--- config.mk ---
export PLATFORM = sky130hd
export DESIGN_NAME = mc_controller_flat
export DESIGN_NICKNAME = d
export VERILOG_FILES = /design/src/rtl/mc_controller_pkg.sv /design/src/rtl/mc_controller_if.sv /design/src/rtl/mc_controller_alu_decoder.sv /design/src/rtl/mc_controller.sv /design/src/flat_wrapper.sv
export SDC_FILE = /design/constraint.sdc
export NUM_CORES = 1
export LEC_CHECK = 0
export ABC_AREA = 1
export CORE_MARGIN = 1
export CORE_UTILIZATION = 25
export DETAILED_ROUTE_END_ITERATION = 16
export DONT_BUFFER_PORTS = 1
export SYNTH_ARGS = -nofsm -noshare
export SYNTH_HDL_FRONTEND = slang
export SYNTH_SLANG_ARGS = --single-unit
export TNS_END_PERCENT = 100
--- constraint.sdc ---
create_clock -name clk -period 2.2 [get_ports clk]
set_input_delay 0.33 -clock clk [delete_from_list [all_inputs] [get_ports clk]]
set_output_delay 0.33 -clock clk [all_outputs]
set_load 0.03 [all_outputs]
--- src/rtl/mc_controller_pkg.sv ---
// Shared types and encodings for the RV32I multicycle controller.
// Optional perf counters in mc_controller are enabled by the PERF_CNT_EN macro.
package mc_controller_pkg;

    typedef enum logic [3:0] {
        S_FETCH,
        S_DECODE,
        S_MEMADR,
        S_MEMREAD,
        S_MEMWB,
        S_MEMWRITE,
        S_EXEC_R,
        S_EXEC_I,
        S_ALUWB,
        S_JAL,
        S_BRANCH,
        S_TRAP
    } state_t;

    localparam logic [6:0] OP_LOAD   = 7'b0000011;
    localparam logic [6:0] OP_STORE  = 7'b0100011;
    localparam logic [6:0] OP_R      = 7'b0110011;
    localparam logic [6:0] OP_I      = 7'b0010011;
    localparam logic [6:0] OP_JAL    = 7'b1101111;
    localparam logic [6:0] OP_BRANCH = 7'b1100011;

    localparam logic [3:0] ALU_ADD  = 4'd0;
    localparam logic [3:0] ALU_SUB  = 4'd1;
    localparam logic [3:0] ALU_AND  = 4'd2;
    localparam logic [3:0] ALU_OR   = 4'd3;
    localparam logic [3:0] ALU_XOR  = 4'd4;
    localparam logic [3:0] ALU_SLT  = 4'd5;
    localparam logic [3:0] ALU_SLL  = 4'd6;
    localparam logic [3:0] ALU_SRL  = 4'd7;
    localparam logic [3:0] ALU_SRA  = 4'd8;
    localparam logic [3:0] ALU_SLTU = 4'd9;

    localparam logic [1:0] IMM_I = 2'b00;
    localparam logic [1:0] IMM_S = 2'b01;
    localparam logic [1:0] IMM_B = 2'b10;
    localparam logic [1:0] IMM_J = 2'b11;

    localparam logic [1:0] SRCA_PC    = 2'b00;
    localparam logic [1:0] SRCA_OLDPC = 2'b01;
    localparam logic [1:0] SRCA_RD1   = 2'b10;

    localparam logic [1:0] SRCB_RD2 = 2'b00;
    localparam logic [1:0] SRCB_IMM = 2'b01;
    localparam logic [1:0] SRCB_4   = 2'b10;

    localparam logic [1:0] RES_ALUOUT    = 2'b00;
    localparam logic [1:0] RES_DATA      = 2'b01;
    localparam logic [1:0] RES_ALURESULT = 2'b10;

    // Coarse ALU request from the FSM; FUNCT defers to the instruction fields.
    typedef enum logic [1:0] {
        ALUOP_ADD,
        ALUOP_SUB,
        ALUOP_FUNCT
    } aluop_t;

    typedef struct packed {
        logic       mem_req;
        logic       memwrite;
        logic       adrsrc;
        logic       regwrite;
        logic       pcwrite;
        logic [1:0] srca;
        logic [1:0] srcb;
        logic [1:0] result;
        aluop_t     aluop;
    } ctrl_t;

    function automatic ctrl_t state_ctrl(input state_t s);
        ctrl_t c;
        c = ctrl_t'('0);
        case (s)
            S_FETCH: begin
                c.mem_req = 1'b1;
                c.srca    = SRCA_PC;
                c.srcb    = SRCB_4;
                c.result  = RES_ALURESULT;
                c.aluop   = ALUOP_ADD;
            end
            S_DECODE: begin
                c.srca  = SRCA_OLDPC;
                c.srcb  = SRCB_IMM;
                c.aluop = ALUOP_ADD;
            end
            S_MEMADR: begin
                c.srca  = SRCA_RD1;
                c.srcb  = SRCB_IMM;
                c.aluop = ALUOP_ADD;
            end
            S_MEMREAD: begin
                c.mem_req = 1'b1;
                c.adrsrc  = 1'b1;
            end
            S_MEMWB: begin
                c.result   = RES_DATA;
                c.regwrite = 1'b1;
            end
            S_MEMWRITE: begin
                c.mem_req  = 1'b1;
                c.memwrite = 1'b1;
                c.adrsrc   = 1'b1;
            end
            S_EXEC_R: begin
                c.srca  = SRCA_RD1;
                c.srcb  = SRCB_RD2;
                c.aluop = ALUOP_FUNCT;
            end
            S_EXEC_I: begin
                c.srca  = SRCA_RD1;
                c.srcb  = SRCB_IMM;
                c.aluop = ALUOP_FUNCT;
            end
            S_ALUWB: begin
                c.result   = RES_ALUOUT;
                c.regwrite = 1'b1;
            end
            S_JAL: begin
                c.srca    = SRCA_OLDPC;
                c.srcb    = SRCB_4;
                c.aluop   = ALUOP_ADD;
                c.result  = RES_ALUOUT;
                c.pcwrite = 1'b1;
            end
            S_BRANCH: begin
                c.srca   = SRCA_RD1;
                c.srcb   = SRCB_RD2;
                c.aluop  = ALUOP_SUB;
                c.result = RES_ALUOUT;
            end
            default: c = ctrl_t'('0);
        endcase
        return c;
    endfunction

    function automatic logic [1:0] imm_sel(input logic [6:0] op);
        case (op)
            OP_STORE:  return IMM_S;
            OP_BRANCH: return IMM_B;
            OP_JAL:    return IMM_J;
            default:   return IMM_I;
        endcase
    endfunction

endpackage

--- src/rtl/mc_controller_if.sv ---
// Memory request/ready handshake between the controller and the memory port.
interface mc_controller_if;
    logic mem_req;
    logic MemWrite;
    logic AdrSrc;
    logic mem_ready;

    modport master (
        output mem_req,
        output MemWrite,
        output AdrSrc,
        input  mem_ready
    );

    modport slave (
        input  mem_req,
        input  MemWrite,
        input  AdrSrc,
        output mem_ready
    );
endinterface

--- src/rtl/mc_controller_alu_decoder.sv ---
// ALU operation decode from the coarse FSM request and instruction fields.
module alu_decoder
    import mc_controller_pkg::*;
(
    input  logic [6:0] op,
    input  logic [2:0] funct3,
    input  logic       funct7b5,
    input  aluop_t     alu_op,
    output logic [3:0] ALUControl
);

    logic is_rtype;
    assign is_rtype = (op == OP_R);

    always_comb begin
        ALUControl = ALU_ADD;
        case (alu_op)
            ALUOP_ADD: ALUControl = ALU_ADD;
            ALUOP_SUB: ALUControl = ALU_SUB;
            ALUOP_FUNCT: begin
                case (funct3)
                    3'd0:    ALUControl = (is_rtype && funct7b5) ? ALU_SUB : ALU_ADD;
                    3'd1:    ALUControl = ALU_SLL;
                    3'd2:    ALUControl = ALU_SLT;
                    3'd3:    ALUControl = ALU_SLTU;
                    3'd4:    ALUControl = ALU_XOR;
                    3'd5:    ALUControl = funct7b5 ? ALU_SRA : ALU_SRL;
                    3'd6:    ALUControl = ALU_OR;
                    default: ALUControl = ALU_AND;
                endcase
            end
            default: ALUControl = ALU_ADD;
        endcase
    end

endmodule

--- src/rtl/mc_controller.sv ---
// Multicycle RV32I control FSM: Fetch, Decode, Execute/Mem/Writeback.
// Define PERF_CNT_EN to build the cycle/instret counters; otherwise they read 0.
module mc_controller
    import mc_controller_pkg::*;
#(
    parameter int unsigned CNT_W = 32
) (
    input  logic              clk,
    input  logic              reset,
    mc_controller_if.master   mem,
    input  logic [6:0]        op,
    input  logic [2:0]        funct3,
    input  logic              funct7b5,
    input  logic              Zero,
    output logic              IRWrite,
    output logic              PCWrite,
    output logic              RegWrite,
    output logic [1:0]        ALUSrcA,
    output logic [1:0]        ALUSrcB,
    output logic [1:0]        ResultSrc,
    output logic [1:0]        ImmSrc,
    output logic [3:0]        ALUControl,
    output logic              illegal,
    output logic [CNT_W-1:0]  cycle_cnt,
    output logic [CNT_W-1:0]  instret_cnt
);

    state_t state;
    state_t nxt;
    ctrl_t  ctrl_q;
    logic   illegal_q;

    always_comb begin
        nxt = state;
        case (state)
            S_FETCH:    if (mem.mem_ready) nxt = S_DECODE;
            S_DECODE: begin
                case (op)
                    OP_LOAD, OP_STORE: nxt = S_MEMADR;
                    OP_R:              nxt = S_EXEC_R;
                    OP_I:              nxt = S_EXEC_I;
                    OP_JAL:            nxt = S_JAL;
                    OP_BRANCH:         nxt = (funct3 == 3'b000 || funct3 == 3'b001)
                                             ? S_BRANCH : S_TRAP;
                    default:           nxt = S_TRAP;
                endcase
            end
            S_MEMADR:   nxt = op[5] ? S_MEMWRITE : S_MEMREAD;
            S_MEMREAD:  if (mem.mem_ready) nxt = S_MEMWB;
            S_MEMWB:    nxt = S_FETCH;
            S_MEMWRITE: if (mem.mem_ready) nxt = S_FETCH;
            S_EXEC_R:   nxt = S_ALUWB;
            S_EXEC_I:   nxt = S_ALUWB;
            S_ALUWB:    nxt = S_FETCH;
            S_JAL:      nxt = S_ALUWB;
            S_BRANCH:   nxt = S_FETCH;
            S_TRAP:     nxt = S_TRAP;
            default:    nxt = S_FETCH;
        endcase
    end

    // Moore outputs are registered from the next state so they line up with state.
    always_ff @(posedge clk or negedge reset) begin
        if (!reset) begin
            state     <= S_FETCH;
            ctrl_q    <= state_ctrl(S_FETCH);
            illegal_q <= 1'b0;
        end else begin
            state  <= nxt;
            ctrl_q <= state_ctrl(nxt);
            if (nxt == S_TRAP)
                illegal_q <= 1'b1;
        end
    end

    // Enables are gated by the async reset so an in-flight request drops at once.
    assign mem.mem_req  = reset & ctrl_q.mem_req;
    assign mem.MemWrite = reset & ctrl_q.memwrite;
    assign mem.AdrSrc   = ctrl_q.adrsrc;
    assign RegWrite     = reset & ctrl_q.regwrite;
    assign IRWrite      = reset & (state == S_FETCH) & mem.mem_ready;
    assign PCWrite      = reset & (((state == S_FETCH) & mem.mem_ready)
                                   | ctrl_q.pcwrite
                                   | ((state == S_BRANCH) & (Zero ^ funct3[0])));
    assign ALUSrcA      = ctrl_q.srca;
    assign ALUSrcB      = ctrl_q.srcb;
    assign ResultSrc    = ctrl_q.result;
    assign ImmSrc       = imm_sel(op);
    assign illegal      = illegal_q;

    alu_decoder u_alu_decoder (
        .op         (op),
        .funct3     (funct3),
        .funct7b5   (funct7b5),
        .alu_op     (ctrl_q.aluop),
        .ALUControl (ALUControl)
    );

`ifdef PERF_CNT_EN
    logic [CNT_W-1:0] cyc_q;
    logic [CNT_W-1:0] ret_q;
    logic             retire;

    assign retire = (nxt == S_FETCH) &&
                    (state == S_MEMWB || state == S_MEMWRITE ||
                     state == S_ALUWB || state == S_BRANCH);

    always_ff @(posedge clk or negedge reset) begin
        if (!reset) begin
            cyc_q <= '0;
            ret_q <= '0;
        end else if (state != S_TRAP) begin
            cyc_q <= cyc_q + 1'b1;
            if (retire)
                ret_q <= ret_q + 1'b1;
        end
    end

    assign cycle_cnt   = cyc_q;
    assign instret_cnt = ret_q;
`else
    assign cycle_cnt   = '0;
    assign instret_cnt = '0;
`endif

endmodule

--- src/flat_wrapper.sv ---
// flat-port wrapper written by rule: the top's interface ports become plain ports
module mc_controller_flat import mc_controller_pkg::*;
#(
    parameter int unsigned CNT_W = 32
)
  (clk, reset, op, funct3, funct7b5, Zero, IRWrite, PCWrite, RegWrite, ALUSrcA, ALUSrcB, ResultSrc, ImmSrc, ALUControl, illegal, cycle_cnt, instret_cnt, mem_mem_req, mem_MemWrite, mem_AdrSrc, mem_mem_ready);
  mc_controller_if mem_i ();
  input  logic clk;
  input  logic reset;
  input  logic [6:0] op;
  input  logic [2:0] funct3;
  input  logic funct7b5;
  input  logic Zero;
  output logic IRWrite;
  output logic PCWrite;
  output logic RegWrite;
  output logic [1:0] ALUSrcA;
  output logic [1:0] ALUSrcB;
  output logic [1:0] ResultSrc;
  output logic [1:0] ImmSrc;
  output logic [3:0] ALUControl;
  output logic illegal;
  output logic [CNT_W-1:0] cycle_cnt;
  output logic [CNT_W-1:0] instret_cnt;
  output wire logic [$bits(mem_i.mem_req)-1:0] mem_mem_req;
  output wire logic [$bits(mem_i.MemWrite)-1:0] mem_MemWrite;
  output wire logic [$bits(mem_i.AdrSrc)-1:0] mem_AdrSrc;
  input wire logic [$bits(mem_i.mem_ready)-1:0] mem_mem_ready;
  assign mem_mem_req = mem_i.mem_req;
  assign mem_MemWrite = mem_i.MemWrite;
  assign mem_AdrSrc = mem_i.AdrSrc;
  assign mem_i.mem_ready = mem_mem_ready;
  mc_controller #(.CNT_W(CNT_W)) u_core (.clk(clk), .reset(reset), .mem(mem_i), .op(op), .funct3(funct3), .funct7b5(funct7b5), .Zero(Zero), .IRWrite(IRWrite), .PCWrite(PCWrite), .RegWrite(RegWrite), .ALUSrcA(ALUSrcA), .ALUSrcB(ALUSrcB), .ResultSrc(ResultSrc), .ImmSrc(ImmSrc), .ALUControl(ALUControl), .illegal(illegal), .cycle_cnt(cycle_cnt), .instret_cnt(instret_cnt));
endmodule
==> summary.md <==
| Metric | Value |
|---|---|
| Status | completed |
| Final WL | 2880 um |
| Htree depth | 1 |
| Distinct cells, synth | 29 |
| Vias in the first global route | about 1100 |
| Number of iterations in the first detailed-routing pass | 4 |
| Die Width | about 84 um |
| Dpl hpwl | around 2400 um |
| Sw frac | 0.524 |
| Core box area | 0.00639 sq mm |
| DRC Markers | 0 |
| Slew HR | 0.453 |
| Post-route setup slack | roughly 0.38 ns |
| Min Tclk post-route | approximately 1.8 ns |
| Pwr Total | between 1.5 and 2 mW |
| Internal power | a little under 0.9 mW |
| HP Class | primary input to flop |
| Initial core utilization | 0.260 |
| P&R area growth vs syn | -4.97% |
| Critical path arrival | 1.49 ns |
| Clock Path Buffers | 2 |
| Final Util | 0.247 |
| Clock Latency Late Sink | ~0.25 ns |
| Clock skew | 0.00222 ns |
| Tightest Pin Transition | ~0.82 ns |
| Crit path launch type | flop |
| Largest net degree at the start of global routing | 19 |
| Design area | roughly 0.0016 sq mm |
| Post_cts resized | 0 |
| GR Overflow Total | 0 |
| Mean area per synthesized cell | 7.59 sq um |
| Sequential share of the synthesized area | 0.273 |
| Yosys warns | 0 |
| Setup Buffers After CTS | 0 |
| Most common cell after layout, fill and taps aside | conb_1 |
| Die Ht | between 80 and 90 um |
| Post-Syn Instances | between 200 and 250 |
| Power Dens Cells | between 1000 and 1500 mW/mm^2 |
| Placement Cell Area | 0.00152 sq mm |
| Setup TNS | 0 ns |
| Hold Slack | between 0.2 and 0.25 ns |
| Critical path capture point type | output port |
| Post-synth top area cell | buf_4 |
| Gpl congestion | roughly 0.89 |
| Leakage power | roughly 0.94 nW |
| Fmax | about 550 MHz |
| Max-cap viol count | 0 |
| # setup viols final | 0 |
| Antenna cells | 0 |
| Fin nets | 241 |
| Final hold violation count | 0 |
| Yosys reg bits | 18 |
| Critical path class | flop to output port |
| Site Rows | 29 |
| Clock sinks | 18 |
| P_sw | 0.955 mW |
| Comb pwr share | 0.503 |
| Clock share of power | 0.149 |
| Port bufs | 0 |
| TritonCTS Buffers | 3 |
| GRT Total Usage | 0.0838 |
| Synth top area cells | buf_4, dfrtp_1, nand2_1 |
| Worst-path clk slew | about 0.07 ns |
| VDD IR max | just over 0.3 mV |
| Yosys top cell area share | 0.316 |
| Via density | between 3 and 4 |
| Post-Syn Area | 0.00166 sq mm |
| First-pass GRT wire length | 4690 um |
| DR vias | approximately 1100 |
| Fin crit share | 0.826 |
| CTS Root Cell | clkbuf_8 |
| DP Worst Slack | 0.613 ns |
| Fin cells | 300 |
| Die ar. | between 0.006 and 0.007 sq mm |
| DR iter-0 viols | 33 |
| Share of cells above drive strength 1 | 0.193 |
| Dpl cells | slightly below 300 |
| Final Max Slew Viols | 0 |
| RSZ-0062 raised after global routing | no |
| CTS tree | done |
| Antenna-violating nets left | 0 |
| Crit-path max FO | 2 |
| Routed len/inst | a little under 10 um |
| CP Data Required Time | between 1.5 and 2 ns |
| Reg power frac | 0.348 |
| Fillers | slightly below 700 |
| Most frequent cells in the layout | conb_1, nand2_1, inv_1 |
| Initial antenna violation count | 0 |
| Ports | 98 |
final timing paths:
check | start | to | slack, ns | depth (start not counted)
min in group asynchronous | reset | u_core.ALUSrcA[0] | 0.61 | 1
hold / removal | mem_mem_ready | u_core.ResultSrc[0] | 0.23 | 2
setup reg to reg | u_core.state[3] | u_core.ALUSrcA[1] | 0.73 | 8
setup / recovery | u_core.ctrl_q[0] | ALUControl[3] | 0.38 | 6
hold reg to reg | u_core.state[2] | u_core.ResultSrc[0] | 0.67 | 3
max in group asynchronous | reset | u_core.ctrl_q[9] | 1.08 | 1
worst max-delay path, cell delays in order (launching register included):
cell and delay [ns]:
dfrtp_1 0.35, inv_1 0.05, ha_1 0.30, inv_1 0.06
o211ai_1 0.10, nor4_1 0.18, buf_4 0.20
power groups by stage:
stage / sequential [mW] / clock, mW / combinational [mW]
6_report: 0.633 / 0.271 / 0.916
2_1_floorplan: 0.541 / 0 / 0.988
4_1_cts: 0.635 / 0.277 / 0.928
3_5_place_dp: 0.641 / 0 / 0.917
5_1_grt: 0.647 / 0.286 / 1.04
3_3_place_gp: 0.641 / 0 / 0.898
routing by layer:
layer | share of wire | global-route usage
met1 | 0.37 | 0.0866
met2 | 0.53 | 0.155
met3 | 0.076 | 0.0297
met4 | 0.022 | 0.0308
met5 | 0 | 0
final cells by class:
| class | instances | area (sq um) | share of cell area |
|---|---|---|---|
| repair buffers | 7 | 55.1 | 0.0348 |
| clock buffers | 4 | 55.1 | 0.0348 |
| well taps | 77 | 96.3 | 0.0610 |
| flip-flops and latches | 18 | 454 | 0.287 |
| multi-input cells | 163 | 803 | 0.508 |
| inverters | 31 | 116 | 0.0736 |
sequential cells by signal, indices dropped and copies added (netlist names):
signal / cells
u_core.ctrl_q: 6
u_core.state: 4
u_core.ALUSrcA: 2
u_core.ALUSrcB: 2
u_core.ResultSrc: 2
u_core.illegal: 1
u_core.mem.AdrSrc: 1
logic make-up (layout without fill, tap and decap cells):
group | after synthesis | in the layout | share of synthesized area
buffers and inverters | 101 | 42 | 0.386
other | 1 | 64 | 0.00226
AND/OR/NAND/NOR | 88 | 88 | 0.292
flip-flops | 18 | 18 | 0.273
AO/OA/AOI/OAI | 9 | 9 | 0.0316
adder cells (fa/ha/maj) | 2 | 2 | 0.0150
timing repair:
action / CTS / global route
hold endpoints to repair: 18 / 0
setup endpoints to repair: 0 / 0
hold buffers: 1 / 0
cell usage after synthesis:
master    number
a31oi_1        2
nor3_1         3
a21oi_1        2
o21a_1         1
o21ai_0        2
nand2_1       32
nor4_1         1
inv_1         25
nand2_4        1
o21ai_1        1
nor2_4         4
nand4_2        2
nand3_2        4
or2_4          1
nor2_1        11
conb_1         1
ha_1           2
nand2_2        6
nor2_2         3
dfrtp_1       15
o211ai_1       1
nand3b_2       1
nand3_1       14
or2_2          1
nor3_2         1
nand4_1        3
dfstp_2        3
buf_4         70
inv_2          6
Note: power is estimated with default switching activity, not from simulation.
